## config.mk

```make
export PLATFORM = sky130hd
export DESIGN_NAME = mul_div_unit
export DESIGN_NICKNAME = d
export VERILOG_FILES = /design/src/rtl/mul_div_unit.sv
export SDC_FILE = /design/constraint.sdc
export NUM_CORES = 1
export LEC_CHECK = 0
export CORE_MARGIN = 4
export CORE_UTILIZATION = 60
export CTS_BUF_LIST = sky130_fd_sc_hd__clkbuf_16
export CTS_CLUSTER_DIAMETER = 60
export DETAILED_ROUTE_END_ITERATION = 8
export PLACE_DENSITY = 0.84
export SKIP_CTS_REPAIR_TIMING = 1
export SLEW_MARGIN = 20
export SYNTH_ARGS = -nofsm -noshare
export SYNTH_HDL_FRONTEND = slang
export SYNTH_SLANG_ARGS = --single-unit
```

## constraint.sdc

```tcl
create_clock -name clk -period 9.5 [get_ports clk]
set_input_delay 1.425 -clock clk [delete_from_list [all_inputs] [get_ports clk]]
set_output_delay 1.425 -clock clk [all_outputs]
set_load 0.01 [all_outputs]
```

## src/rtl/mul_div_unit.sv

```systemverilog
// ============================================================================
//  Module   : mul_div_unit
//  Purpose  : Iterative MULT/MULTU/DIV/DIVU unit with architectural HI/LO.
//             Optional macro MULDIV_EARLY_EXIT_EN: multiply leaves CALC
//             once the remaining multiplier bits are all zero.
//  Revision : 1.0 - initial release
// ============================================================================
`default_nettype none

module mul_div_unit #(
    parameter int WIDTH = 32
) (
    input  logic             clk,
    input  logic             reset,
    input  logic             start,
    input  logic [1:0]       op,
    input  logic [WIDTH-1:0] srca,
    input  logic [WIDTH-1:0] srcb,
    input  logic             mthi,
    input  logic             mtlo,
    input  logic [WIDTH-1:0] wdata,
    output logic             busy,
    output logic             done,
    output logic [WIDTH-1:0] hi,
    output logic [WIDTH-1:0] lo
);

    localparam int CW = $clog2(WIDTH) + 1;
    localparam logic [CW-1:0] c_last_iter = CW'(WIDTH - 1);

    typedef enum logic [1:0] {
        S_IDLE = 2'd0,
        S_CALC = 2'd1,
        S_FIX  = 2'd2
    } state_t;

    state_t             state_q, state_d;
    logic [1:0]         op_q, op_d;
    logic               neg_q, neg_d;
    logic               negr_q, negr_d;
    logic               dz_q, dz_d;
    logic [2*WIDTH-1:0] acc_q, acc_d;
    logic [2*WIDTH-1:0] mcand_q, mcand_d;
    logic [WIDTH-1:0]   mplier_q, mplier_d;
    logic [CW-1:0]      cnt_q, cnt_d;
    logic [WIDTH-1:0]   hi_q, hi_d;
    logic [WIDTH-1:0]   lo_q, lo_d;
    logic               done_q, done_d;

    logic               w_a_neg, w_b_neg;
    logic [WIDTH-1:0]   w_a_mag, w_b_mag;
    logic [WIDTH:0]     w_diff;
    logic [WIDTH-1:0]   w_quo, w_rem;
    logic [2*WIDTH-1:0] w_prod;

    // op[0]=0 selects the signed variants (MULT, DIV)
    assign w_a_neg = ~op[0] & srca[WIDTH-1];
    assign w_b_neg = ~op[0] & srcb[WIDTH-1];
    assign w_a_mag = w_a_neg ? -srca : srca;
    assign w_b_mag = w_b_neg ? -srcb : srcb;

    // Divide: acc holds {rem, quo}; the trial uses the bit shifted out of rem
    assign w_diff = acc_q[2*WIDTH-1:WIDTH-1] - {1'b0, mcand_q[WIDTH-1:0]};
    assign w_quo  = acc_q[WIDTH-1:0];
    assign w_rem  = acc_q[2*WIDTH-1:WIDTH];
    assign w_prod = neg_q ? -acc_q : acc_q;

    always_comb begin
        state_d  = state_q;
        op_d     = op_q;
        neg_d    = neg_q;
        negr_d   = negr_q;
        dz_d     = dz_q;
        acc_d    = acc_q;
        mcand_d  = mcand_q;
        mplier_d = mplier_q;
        cnt_d    = cnt_q;
        hi_d     = hi_q;
        lo_d     = lo_q;
        done_d   = 1'b0;

        case (state_q)
            S_IDLE: begin
                if (start) begin
                    op_d     = op;
                    neg_d    = w_a_neg ^ w_b_neg;
                    negr_d   = w_a_neg;
                    cnt_d    = '0;
                    mplier_d = w_b_mag;
                    dz_d     = 1'b0;
                    state_d  = S_CALC;
                    if (op[1]) begin
                        acc_d   = {{WIDTH{1'b0}}, w_a_mag};
                        mcand_d = {{WIDTH{1'b0}}, w_b_mag};
                        if (srcb == '0) begin
                            // Raw dividend parks in the rem half for HI
                            dz_d    = 1'b1;
                            acc_d   = {srca, {WIDTH{1'b0}}};
                            state_d = S_FIX;
                        end
                    end else begin
                        acc_d   = '0;
                        mcand_d = {{WIDTH{1'b0}}, w_a_mag};
`ifdef MULDIV_EARLY_EXIT_EN
                        if (w_b_mag == '0)
                            state_d = S_FIX;
`endif
                    end
                end else begin
                    if (mthi) hi_d = wdata;
                    if (mtlo) lo_d = wdata;
                end
            end

            S_CALC: begin
                cnt_d = cnt_q + 1'b1;
                if (op_q[1]) begin
                    if (!w_diff[WIDTH])
                        acc_d = {w_diff[WIDTH-1:0], acc_q[WIDTH-2:0], 1'b1};
                    else
                        acc_d = {acc_q[2*WIDTH-2:0], 1'b0};
                end else begin
                    if (mplier_q[0])
                        acc_d = acc_q + mcand_q;
                    mcand_d  = mcand_q << 1;
                    mplier_d = mplier_q >> 1;
                end
                if (cnt_q == c_last_iter)
                    state_d = S_FIX;
`ifdef MULDIV_EARLY_EXIT_EN
                if (!op_q[1] && ((mplier_q >> 1) == '0))
                    state_d = S_FIX;
`endif
            end

            S_FIX: begin
                state_d = S_IDLE;
                done_d  = 1'b1;
                cnt_d   = '0;
                if (dz_q) begin
                    hi_d = w_rem;
                    lo_d = '1;
                end else if (op_q[1]) begin
                    hi_d = negr_q ? -w_rem : w_rem;
                    lo_d = neg_q ? -w_quo : w_quo;
                end else begin
                    {hi_d, lo_d} = w_prod;
                end
            end

            default: state_d = S_IDLE;
        endcase
    end

    always_ff @(posedge clk or posedge reset) begin
        if (reset) begin
            state_q  <= S_IDLE;
            op_q     <= '0;
            neg_q    <= 1'b0;
            negr_q   <= 1'b0;
            dz_q     <= 1'b0;
            acc_q    <= '0;
            mcand_q  <= '0;
            mplier_q <= '0;
            cnt_q    <= '0;
            hi_q     <= '0;
            lo_q     <= '0;
            done_q   <= 1'b0;
        end else begin
            state_q  <= state_d;
            op_q     <= op_d;
            neg_q    <= neg_d;
            negr_q   <= negr_d;
            dz_q     <= dz_d;
            acc_q    <= acc_d;
            mcand_q  <= mcand_d;
            mplier_q <= mplier_d;
            cnt_q    <= cnt_d;
            hi_q     <= hi_d;
            lo_q     <= lo_d;
            done_q   <= done_d;
        end
    end

    assign busy = (state_q != S_IDLE);
    assign done = done_q;
    assign hi   = hi_q;
    assign lo   = lo_q;

endmodule

`default_nettype wire

```

==> reports/metrics.cfg, run 1 <==
[synth]
synthesis.instances=2626
synth-seq-area-share_pct=29.3
syn_nets=2831
ys.flop_type=dfrtp_1
synth_area_um2=20200
avgSynthCellArea_um2=7.70
synthTopCellsByCount=350 x nand2_1, 262 x o21ai_0, 247 x a21oi_1
synth_top_area_share_pct=29.3
async_reset_ff_share_pct=100
synth_area_leader_cell=dfrtp_1
synth-edff-count=0
synth_most_common_cell=nand2_1
ys_ff_latch=237
synth.yosys.warnings=0
synth_area_leaders=dfrtp_1 29%, nand2_1 6.5%, o21ai_0 6.5%
synth.distinct_cells=81

[die]
start_util_pct=61.5
core_um2=32900
io_pins=169
num_rows=66
die_h_um=192
dieArea_um2=36700
die_w_um=192

[timing]
layout_setup_ws_ns=4.24
slew_headroom_pct=18.5
rsz0062_at_grt=no
max_freq_ghz=0.190
setup_viol=0
skew_ns=0.0336
holdWs_ns=0.486
period_minus_slack_ns=5.26
worst_pin_slew_ns=1.22
tns_ns=0
period_share_pct=55.4
hold_viol_final=0
drv_slew=0

[worst_setup_path]
startpoint=acc_q[31]
critPathCaptureType=register
rr_worst_depth=15
startpoint_type=register
rrSetupSlack_ns=4.24
required_ns=9.87
crit_end=acc_q[38]
cp_max_fo=16
arrival_ns=5.63
rr_startpoint=acc_q[31]
worstSetupPathType=register to register
r2r-end=acc_q[38]

[clock_tree]
clock-root-buffer=clkbuf_16
cts.sinks=237
insertion_delay_ns=0.53
cts_inserted_buffers=35
tritoncts=done
h-tree-depth=2
clk_path_buf_depth=3
clk_pin_slew_worst_paths_ns=0.06

[placed_design]
gp_congestion=1.05
dp_hpwl_um=60300
portBuffers=168
placedInstanceArea_um2=22100
dpl.cell_count=3105
pre_cts_ws_ns=3.90

[power_and_ir_drop]
finalPower_mw=11.0
ir_drop_uv=518
power_density_nw_per_um2=471
p_leak_nw=9.54

[drt]
ant_nets=0
drt_iter0_drc=2911
drt-pass1-iter-count=8
via_count=22100
wirelength_um=81800
wl_per_cell_um=25.8
route.detailed.drc=0
routed_via_density=6.96

[worst_hold_path]
hold_class=register to register
worstHoldStart=lo[14]
hold_depth=2

[job]
drv_cap=0

[global_route]
grt_max_degree=110
grt_pass1_wl_um=123000
grtUsageMet1_pct=56.6
antenna_found_initial=5
top_usage_layer=met2
grtUsageMet2_pct=65.9
met3_usage_pct=9.99
grt_use_total_pct=43.6
gr-total-overflow=0
grt_pass1_vias=20900

[layout]
fin_util_pct=70.8
layout.nets=2906
fillers=2670
drive_gt1_share_pct=5.35
final_area_um2=23300
finalNonFillerCells=3170
synthToLayoutAreaGrowth_pct=15.1

[status]
status=completed

power breakdown:
group          total (mW)  internal, mW  switching [mW]
clock                1.29         0.765           0.526
combinational        7.39          2.85            4.54
sequential           2.28          1.52           0.759
how the worst min path moves through the flow:
stage                    to  slack (ns)
2_1_floorplan  mplier_q[27]        0.44
3_3_place_gp         lo[28]        0.46
3_5_place_dp         lo[14]        0.47
4_1_cts              lo[14]        0.48
5_1_grt              lo[28]        0.52
6_report             lo[14]        0.49
placed cells by master, fill, tap and decap left out, drive strengths merged, types with 33 or more instances in the layout:
| master | n |
|---|---|
| nand2 | 350 |
| o21ai | 270 |
| a21oi | 247 |
| dfrtp | 237 |
| nor2 | 212 |
| clkdlybuf4s50 | 167 |
| xnor2 | 112 |
| ha | 100 |
| xor2 | 84 |
| inv | 79 |
| mux2i | 53 |
| a21o | 49 |
| a211oi | 48 |
| o22ai | 46 |
| nor3 | 45 |
| nand3 | 37 |
| o31ai | 37 |
| clkbuf | 35 |
| o21a | 34 |
| buf | 34 |
| a31oi | 33 |
flip-flops by register name (all words and copies together), names as in the netlist:
| signal | cells |
|---|---|
| acc_q | 64 |
| neg_q | 1 |
| done | 1 |
| cnt_q | 6 |
| negr_q | 1 |
| state_q | 2 |
| dz_q | 1 |
| op_q | 1 |
| mcand_q | 64 |
| mplier_q | 32 |
| hi | 32 |
| lo | 32 |
critical path: stages, from the launching register on:
cell,delay [ns]
dfrtp_1,0.52
inv_1,0.08
ha_1,0.24
fa_1,0.38
nand2b_1,0.20
a21oi_1,0.52
o2111ai_1,0.22
a31oi_1,0.66
a221o_1,0.38
nor3_2,0.06
buf_4,0.19
nor2_2,0.30
buf_4,0.40
mux2_2,0.37
a2111oi_0,0.46
nor2_1,0.09
metal layers:
layer  vias to the layer above  routed length [um]
met5                         -                  25
met4                         4                6100
met3                       343               10400
met2                      1620               34900
met1                     10400               30400
li1                       9725                   -
cell type report:
| type | instances | area [um^2] | share of cell area [%] |
|---|---|---|---|
| clock inverters | 28 | 254 | 1.09 |
| well taps | 442 | 553 | 2.38 |
| inverters | 70 | 270 | 1.16 |
| repair buffers | 201 | 1940 | 8.32 |
| flip-flops and latches | 237 | 5930 | 25.5 |
| diodes | 1 | 2.50 | 0.0108 |
| multi-input cells | 2156 | 13500 | 57.8 |
| clock buffers | 35 | 876 | 3.76 |
logic make-up (layout without fill, tap and decap cells):
group,after synthesis,after routing,share of synthesized area (%)
buffers and inverters,233,334,4.37
multiplexers,63,63,3.18
flip-flops,237,237,29.3
adder cells (fa/ha/maj),102,102,6.39
other,0,1,0
XOR/XNOR,196,196,8.49
AO/OA/AOI/OAI,924,924,28.3
AND/OR/NAND/NOR,871,871,20.0
Note: power is estimated with default switching activity, not from simulation.
==> inputs of run 2 (changes only) <==
==> constraint.sdc (replaced) <==
create_clock -name clk -period 4.98 [get_ports clk]
set_input_delay 0.747 -clock clk [delete_from_list [all_inputs] [get_ports clk]]
set_output_delay 0.747 -clock clk [all_outputs]
set_load 0.01 [all_outputs]
==> run 2 against run 1 <==
  * Count of clock-buffer cells in the layout is 4 lower
  * Clock power is 81% higher
  * Cell count is 0.91% higher
  * First-iteration DRC count is 11% lower
  * Cell area is 0.85% higher
  * Total power is 90% higher
  * Flip-flop and latch count stayed put
  * Sequential share of layout area is 0.21 points lower
  * Via count is 0.63% lower
  * Maximum frequency is 20% higher
  * Largest cell class unchanged
  * Highest routed layer unchanged
==> reports/metrics.cfg, run 2 (synthesis results as in run 1) <==
[drt]
via_count=21900  ; was 22100
ant_nets=0  ; unchanged
routed_via_density=6.85  ; was 6.96
wl_per_cell_um=25.1  ; was 25.8 um
drt-pass1-iter-count=8  ; unchanged
route.detailed.drc=0  ; unchanged
wirelength_um=80200  ; was 81800 um
drt_iter0_drc=2590  ; was 2911

[clock_tree]
cts.sinks=237  ; unchanged
h-tree-depth=1  ; was 2
insertion_delay_ns=0.60  ; was 0.53 ns
cts_inserted_buffers=31  ; was 35
tritoncts=done  ; unchanged
clk_path_buf_depth=3  ; unchanged
clock-root-buffer=clkbuf_16  ; unchanged
clk_pin_slew_worst_paths_ns=0.06  ; about the same

[worst_setup_path]
crit_chain=inv_1, fa_1, nand2b_1, a21oi_1, o2111ai_1, a31oi_1, a221o_1, nor3_2, nor2_2, buf_4, mux2i_1, o22ai_1, a211o_1  ; was inv_1, ha_1, fa_1, nand2b_1, a21oi_1, o2111ai_1, a31oi_1, a221o_1, nor3_2, buf_4, nor2_2, buf_4, mux2_2, a2111oi_0, nor2_1
startpoint_type=register  ; unchanged
cp_max_fo=14  ; was 16
crit_family=compound AO/OA/AOI/OAI gates  ; unchanged
required_ns=5.47  ; was 9.87 ns
r2r-end=acc_q[52]  ; was acc_q[38]
crit_buf_inv=2  ; was 3
arrival_ns=4.89  ; was 5.63 ns
worstSetupPathType=register to register  ; unchanged
rrSetupSlack_ns=0.58  ; was 4.24 ns
rr_startpoint=acc_q[32]  ; was acc_q[31]
rr_worst_depth=13  ; was 15
max_stage_delay_ns=0.51  ; was 0.66 ns
critPathCaptureType=register  ; unchanged
cp_slowest_cell=a31oi_1  ; unchanged

[global_route]
grt_max_degree=169  ; was 110
grt_pass1_wl_um=121000  ; was 123000 um
grt_pass1_vias=20600  ; was 20900
antenna_found_initial=4  ; was 5
grt_use_total_pct=42.6  ; was 43.6%
gr-total-overflow=0  ; unchanged

[power_and_ir_drop]
intPower_mw=9.91  ; was 5.14 mW
sw_frac_of_total_pct=52.5  ; was 53.1%
power_density_nw_per_um2=889  ; was 471 nW/um^2
p_leak_nw=9.69  ; was 9.54 nW
finalPower_mw=20.9  ; was 11.0 mW
clock_power_share_pct=11.2  ; was 11.8%
comb_power_share_pct=69.8  ; was 67.4%
seq_power_share_pct=18.9  ; was 20.8%
power.switching_mw=11.0  ; was 5.82 mW
ir_drop_uv=773  ; was 518 uV

[layout]
synthToLayoutAreaGrowth_pct=16.1  ; was 15.1%
largest_registers=acc_q: 64 flops, mcand_q: 64 flops  ; unchanged
layout.nets=2935  ; was 2906
fillers=2696  ; was 2670
finalNonFillerCells=3199  ; was 3170
layout_commonest_cell=nand2_1  ; unchanged
fin_util_pct=71.4  ; was 70.8%
drive_gt1_share_pct=6.14  ; was 5.35%
final_area_um2=23500  ; was 23300 um^2
final_cell_mix=349 x nand2_1, 262 x o21ai_0, 247 x a21oi_1, 236 x dfrtp_1, 207 x nor2_1  ; unchanged

[die]
core_um2=32900  ; unchanged
io_pins=169  ; unchanged
dieArea_um2=36700  ; unchanged
num_rows=66  ; unchanged
die_w_um=192  ; unchanged
die_h_um=192  ; unchanged
start_util_pct=61.5  ; unchanged

[timing]
period_share_pct=88.4  ; was 55.4%
slew_headroom_pct=25.5  ; was 18.5%
drv_slew=0  ; unchanged
rsz0062_at_grt=no  ; unchanged
max_freq_ghz=0.227  ; was 0.190 GHz
tns_ns=0  ; unchanged
hold_viol_final=0  ; unchanged
setup_viol=0  ; unchanged
worst_pin_slew_ns=1.12  ; was 1.22 ns
period_minus_slack_ns=4.40  ; was 5.26 ns
skew_ns=0.0310  ; was 0.0336 ns

[placed_design]
dpl.cell_count=3138  ; was 3105
dp_hpwl_um=59600  ; was 60300 um
portBuffers=168  ; unchanged
gp_congestion=1.12  ; was 1.05
placedInstanceArea_um2=22400  ; was 22100 um^2

[job]
drv_cap=0  ; unchanged

[worst_hold_path]
hold_depth=2  ; unchanged
worstHoldStart=lo[11]  ; was lo[14]
worstHoldEndpoint=lo[11]  ; was lo[14]
hold_class=register to register  ; unchanged

[status]
status=completed  ; unchanged

run 2: how the worst max path moves through the flow:
stage	start	to	slack, ns	depth (start not counted)
floorplan	reset	acc_q[0]	1.13	1
global placement	srcb[0]	acc_q[63]	0.71	14
detailed placement	srcb[0]	acc_q[63]	0.50	14
CTS	acc_q[32]	acc_q[45]	0.69	13
global route	acc_q[32]	acc_q[45]	0.36	13
finish	acc_q[32]	acc_q[52]	0.58	13
run 2: layout make-up:
type	instances	area, um^2	area share, %
Sequential cell	237	5930	25.3
Antenna cell	3	7.51	0.0320
Multi-Input combinational cell	2156	13500	57.3
Clock inverter	26	275	1.17
Tap cell	442	553	2.36
Clock buffer	31	776	3.30
Timing Repair Buffer	234	2210	9.41
Inverter	70	267	1.14
run 2: tightest hold or removal path, stage by stage, from the launching register on:
cell and delay (ns):
dfrtp_1 0.34, nand2_1 0.05, o21ai_0 0.06
run 2: power by group through the flow:
stage                     registers, mW  logic (mW)  clock network [mW]
after global routing               4.03        15.7                2.42
after CTS                          3.89        14.0                2.35
after detailed placement           3.92        13.9                   0
after global placement             3.88        13.7                   0
after floorplan                    3.74        9.61                   0
final                              3.95        14.6                2.34
run 2: stage by stage:
step	hold slack (ns)	worst slack, ns
final	0.480	0.576
after global routing	0.510	0.362
after global placement	0.461	0.708
after CTS	0.481	0.692
after floorplan	0.445	1.13
after detailed placement	0.468	0.498
run 2: routing by layer:
layer  share of wire, %  track usage (%)  vias up
met1                 37             54.8    10200
met2                 41             61.9     1541
met4                8.7             30.0        2
met5              0.019                0        -
li1                   -                -     9772
met3                 13             11.6      386
